**src/rtl/clause_pkg.sv**
```systemverilog
// clause_pkg: shared clause geometry, clause type and receive-queue state encoding
package clause_pkg;

    localparam int CLA_LENGTH      = 3;
    localparam int VARIABLE_LENGTH = 11;
    localparam int CLAUSE_W        = CLA_LENGTH * VARIABLE_LENGTH;
    localparam int LIT_IDX_MAX     = (1 << (VARIABLE_LENGTH - 1)) - 1;
    localparam int NUM_ENGINE      = 4;

    typedef logic [CLAUSE_W-1:0] clause_t;

    typedef enum logic [1:0] {
        INIT  = 2'd0,
        RUN   = 2'd1,
        FLUSH = 2'd2
    } state_e;

endpackage

```
**src/rtl/clause_rx_storage.sv**
```systemverilog
// clause_rx_storage: circular clause buffer with read/write pointers and occupancy count
module clause_rx_storage #(
    parameter int DEPTH = 8,
    parameter int W     = clause_pkg::CLAUSE_W
) (
    input  logic                   clock,
    input  logic                   reset,
    input  logic                   clear,
    input  logic                   push,
    input  logic                   pop,
    input  logic [W-1:0]           din,
    output logic [W-1:0]           dout,
    output logic [$clog2(DEPTH):0] count
);
    localparam int AW = $clog2(DEPTH);

    logic [W-1:0]  mem_q [DEPTH];
    logic [AW-1:0] wptr_q;
    logic [AW-1:0] rptr_q;
    logic [AW:0]   count_q;
    logic [AW:0]   count_d;

    // occupancy moves only when exactly one of push/pop happens
    always_comb begin
        count_d = (push && !pop) ? count_q + 1'b1 : (pop && !push) ? count_q - 1'b1 : count_q;
    end

    // payload array is never reset; the top gates the head with valid
    always_ff @(posedge clock) begin
        if (push) mem_q[wptr_q] <= din;
    end

    // pointers wrap naturally because DEPTH is a power of two
    always_ff @(posedge clock) begin
        if (!reset || clear) begin
            wptr_q  <= '0;
            rptr_q  <= '0;
            count_q <= '0;
        end else begin
            if (push) wptr_q <= wptr_q + 1'b1;
            if (pop) rptr_q <= rptr_q + 1'b1;
            count_q <= count_d;
        end
    end

    assign dout  = mem_q[rptr_q];
    assign count = count_q;

endmodule

```
**src/rtl/clause_rx_queue.sv**
```systemverilog
// clause_rx_queue: per-engine clause receive queue with flush FSM, early full and sticky overflow; CLAUSE_RX_BYPASS_EN enables empty-queue bypass
module clause_rx_queue #(
    parameter int DEPTH           = 8,
    parameter int CLA_LENGTH      = clause_pkg::CLA_LENGTH,
    parameter int VARIABLE_LENGTH = clause_pkg::VARIABLE_LENGTH
) (
    input  logic                                  clock,
    input  logic                                  reset,
    input  logic                                  grant_in,
    input  logic [CLA_LENGTH*VARIABLE_LENGTH-1:0] clause_in,
    input  logic                                  flush_in,
    input  logic                                  clause_ready_in,
    output logic                                  full_out,
    output logic                                  start_out,
    output logic [CLA_LENGTH*VARIABLE_LENGTH-1:0] clause_out,
    output logic                                  clause_valid_out,
    output logic [$clog2(DEPTH):0]                count_out,
    output logic                                  overflow_err_out
);
    import clause_pkg::*;

    localparam int          W       = CLA_LENGTH * VARIABLE_LENGTH;
    localparam int          AW      = $clog2(DEPTH);
    localparam logic [AW:0] LIMIT   = (AW + 1)'(DEPTH);
    localparam logic [AW:0] EARLY_F = (AW + 1)'(DEPTH - 1);

    state_e       state_q;
    state_e       state_d;
    logic         fl_cnt_q;
    logic         fl_cnt_d;
    logic         err_q;
    logic [W-1:0] head;
    logic [AW:0]  count;
    logic         run;
    logic         live;
    logic         empty;
    logic         at_limit;
    logic         byp;
    logic         pop_st;
    logic         push;
    logic         ovf;

    assign run      = state_q == RUN;
    assign live     = run && !flush_in;
    assign empty    = count == '0;
    assign at_limit = count == LIMIT;

`ifdef CLAUSE_RX_BYPASS_EN
    assign byp = live && empty && grant_in;
`else
    assign byp = 1'b0;
`endif

    assign pop_st = live && !empty && clause_ready_in;
    assign push   = live && grant_in && (!at_limit || pop_st) && !(byp && clause_ready_in);
    assign ovf    = live && grant_in && at_limit && !pop_st;

    clause_rx_storage #(
        .DEPTH (DEPTH),
        .W     (W)
    ) u_storage (
        .clock (clock),
        .reset (reset),
        .clear (run && flush_in),
        .push  (push),
        .pop   (pop_st),
        .din   (clause_in),
        .dout  (head),
        .count (count)
    );

    // INIT always falls into RUN; FLUSH needs two quiet cycles before RUN
    always_comb begin
        state_d  = state_q == RUN ? (flush_in ? FLUSH : RUN) : state_q == FLUSH ? ((!flush_in && fl_cnt_q) ? RUN : FLUSH) : RUN;
        fl_cnt_d = state_q == FLUSH && !flush_in;
    end

    // state, flush timer and sticky overflow flag
    always_ff @(posedge clock) begin
        if (!reset) begin
            state_q  <= INIT;
            fl_cnt_q <= 1'b0;
            err_q    <= 1'b0;
        end else begin
            state_q  <= state_d;
            fl_cnt_q <= fl_cnt_d;
            if (ovf) err_q <= 1'b1;
        end
    end

    assign full_out         = !run || count >= EARLY_F;
    assign start_out        = run;
    assign clause_valid_out = run && (!empty || byp);
    assign clause_out       = (run && !empty) ? head : byp ? clause_in : '0;
    assign count_out        = count;
    assign overflow_err_out = err_q;

endmodule

```
**config.mk**
```make
export PLATFORM = sky130hd
export DESIGN_NAME = clause_rx_queue
export DESIGN_NICKNAME = d
export VERILOG_FILES = /design/src/rtl/clause_pkg.sv /design/src/rtl/clause_rx_storage.sv /design/src/rtl/clause_rx_queue.sv
export SDC_FILE = /design/constraint.sdc
export NUM_CORES = 1
export LEC_CHECK = 0
export BUFFER_PORTS_ARGS = -buffer_cell sky130_fd_sc_hd__buf_2
export CAP_MARGIN = 20
export CELL_PAD_IN_SITES_DETAIL_PLACEMENT = 0
export CELL_PAD_IN_SITES_GLOBAL_PLACEMENT = 1
export CORE_AREA = 2 2 194 196
export CTS_BUF_LIST = sky130_fd_sc_hd__clkbuf_4 sky130_fd_sc_hd__clkbuf_8
export CTS_CLUSTER_SIZE = 30
export DETAILED_ROUTE_END_ITERATION = 10
export DIE_AREA = 0 0 196 198
export MAX_ROUTING_LAYER = met4
export PLACE_DENSITY = 0.48
export SYNTH_ARGS = -nofsm -noshare
export SYNTH_HDL_FRONTEND = slang
export SYNTH_SLANG_ARGS = --single-unit
```
**constraint.sdc**
```tcl
create_clock -name clock -period 5.7 [get_ports clock]
set_input_delay 0.855 -clock clock [delete_from_list [all_inputs] [get_ports clock]]
set_output_delay 0.855 -clock clock [all_outputs]
set_load 0.01 [all_outputs]
```
==> run_results.csv <==
group,metric,value,unit
timing,rsz0062_at_grt,"no",
die,start_util,0.294,
synth,synthFlopType,"edfxtp_1",
route,dr.pass1.iters,4,
global_routing,grtUsageTotal,0.131,
route,drc,0,
setup_path,cp.arrival,2930,ps
setup_path,worstRegToRegCells,10,
timing,fin_crit_sh,0.663,
power_and_ir_drop,ir_worst_vdd,135,uV
final_layout,design_area,12900,um2
clock_tree,root_buffer,"clkbuf_8",
die,fp-row-count,71,
clock_tree,holdBufCountCts,0,
setup_path,critical_path_depth,5,
global_routing,use_met3,0.0313,
global_routing,gr-usage-met2,0.216,
die,top_level_ports,79,
die,die_h,198,um
global_routing,antenna_found_initial,1,
global_routing,grt_util_met1,0.161,
hold_path,min_from,"overflow_err_out",
setup_path,reg2reg_slack,2890,ps
synth,ys_types,40,
global_routing,grt-ovfl-total,0,
hold_path,holdPathStages,1,
synth,synth_area_leaders,"edfxtp_1, mux4_2, mux2i_1",
setup_path,max_stage_delay,830,ps
final_layout,fin_util,0.349,
flow_run,cap_violations,0,
synth,postSynthAreaPerCell,21.3,um2
final_layout,drive_gt1_frac,0.385,
clock_tree,clock_latency,570,ps
route,vias_per_cell,4.62,
die,dieWidth,196,um
setup_path,cpLargestDelayFamily,"flip-flops",
synth,ys_warn_count,0,
global_routing,grt_pass1_vias,5884,
setup_path,required,4850,ps
placement,dp_hpwl,13500,um
global_routing,grt_max_degree,67,
final_layout,final_common_cell,"edfxtp_1",
global_routing,grt_pass1_wl,36400,um
setup_path,critPathMaxFanout,32,
clock_tree,path_clk_slew,60,ps
placement,place_congestion,0.683,
timing,slew_violations,0,
die,core_area,37000,um2
clock_tree,ctsResizeCount,0,
synth,synth_edf_count,264,
timing,worst_clock_skew,28.9,ps
clock_tree,cts_sinks,281,
final_layout,layout.nets,678,
hold_path,min_path_type,"reg2reg",
final_layout,final_cell_mix,"edfxtp_1, buf_2, mux4_2",
setup_path,r2r-start,"u_storage.count[0]",
synth,synth_largest_area_cell,"edfxtp_1",
route,vias,5292,
placement,place_area,11900,um2
route,ant_nets,0,
setup_path,crit_chain,"buf_4, mux4_2, mux2i_1, nor2_1, buf_2",
timing,finalSetupTns,0,ps
timing,max_slew_margin,0.278,
synth,synth.cell_area,10900,um2
synth,synth.ff_latch_count,281,
timing,max_freq,264,MHz
synth,synth_cells,511,
power_and_ir_drop,leakagePower,4.14,nW
route,wire_per_inst,21.0,um
synth,async_reset_ff_frac,0,
synth,synth_seq_area_share,0.761,
timing,worst_pin_slew,1080,ps
run_status,status,"completed",
setup_path,crit_path_start_kind,"flip-flop",
clock_tree,cts_tree,"yes",
synth,syn-num-nets,555,
setup_path,worstReg2RegEnd,"u_storage.count[3]",
die,die_area,38800,um2
route,drt_iter0_drc,341,
clock_tree,cts_setup_buffers,0,
setup_path,cp_num_buf_inv,2,
synth,yosysTopAreaCellShare,0.730,
timing,finalHoldViolCount,0,
clock_tree,htree_levels,2,
clock_tree,cts_buffer_depth,3,
global_routing,grt_busiest_layer,"met2",
clock_tree,cts_buffers,49,
route,finalWirelength,24100,um
hold_path,hold_end,"overflow_err_out",
final_layout,syn2layout_area_growth,18.6,%
timing,fin_crit,3780,ps
placement,port_buffers,78,
setup_path,endpoint_kind,"output port",
power_and_ir_drop,powerDensity,335,nW/um2
setup_path,cp_slowest_cell,"dfxtp_4",
timing,hold_ws,458,ps
timing,setup-violations-final,0,
setup_path,worstSetupPathType,"reg2out",
==> per-layer routing <==
metal / share of wire / vias to the layer above / wire length (um)
li1: - / 2345 / -
met1: 0.44 / 2797 / 10500
met2: 0.50 / 112 / 12100
met3: 0.046 / 38 / 1110
met4: 0.017 / 0 / 402
met5: 0 / - / 0
==> synth_stat cells, drive strengths merged (3+ instances only) <==
master / instances
clkbuf: 6
nor3b: 4
xor2: 3
mux2i: 35
inv: 5
ha: 5
mux4: 66
buf: 18
nor2: 44
nand2: 9
nand3: 4
a21oi: 6
edfxtp: 264
dfxtp: 17
==> registers in the layout (all words and copies together) (netlist names), named ones only <==
register,flops
u_storage.rptr_q,3
u_storage.mem_q,264
u_storage.wptr_q,3
overflow_err_out,1
u_storage.count,4
fl_cnt_q,1
state_q,2
==> report_power, final <==
part / internal, mW / switching, mW / total [mW]
logic: 0.0681 / 0.100 / 0.169
registers: 2.27 / 0.0132 / 2.28
clock network: 1.07 / 0.793 / 1.86
==> kinds of logic (layout without fill, tap and decap cells) <==
family          after synthesis  count (layout)  synth area share
flops                       281             281             0.761
compound gates               12              12           0.00760
fa+ha+maj                     6               6           0.00760
buf+inv                      29             189            0.0151
simple gates                 77              77            0.0350
other cells                   0               1                 0
xor+xnor                      5               5           0.00472
mux                         101             101             0.169
==> worst max path at each step <==
stage                                  endpoint       from
after global routing             clause_out[32]  flip-flop
final                            clause_out[32]  flip-flop
after detailed placement         clause_out[32]  flip-flop
after global placement           clause_out[32]  flip-flop
after floorplan           u_storage.mem_q[4][0]   flush_in
after CTS                        clause_out[32]  flip-flop
==> layout make-up <==
type / instances / area, um2
Antenna cell: 1 / 2.50
Clock buffer: 68 / 823
Clock inverter: 20 / 163
Fill cell: 3514 / 24100
Inverter: 5 / 21.3
Multi-Input combinational cell: 201 / 2480
Sequential cell: 281 / 8280
Tap cell: 474 / 593
Timing Repair Buffer: 96 / 526
==> per-stage QoR <==
step                power (mW)  setup slack, ps  std cells
global route              4.50             1590       1146
global placement          2.50             2300       1057
CTS                       4.39             1680       1145
floorplan                 2.42              359        511
detailed placement        2.50             2310       1057
finish                    4.31             1920       1146
==> worst reg2reg max path, cell delays in order (launching register included) <==
cell      delay, ps
dfxtp_1         390
or4b_4          600
o21ai_4         310
inv_4            90
ha_1            230
inv_1           140
ha_1            280
a21oi_1         180
a211oi_1         90
a31oi_1         220
mux2i_1         200
No activity file was read; power rests on OpenSTA's default activity.
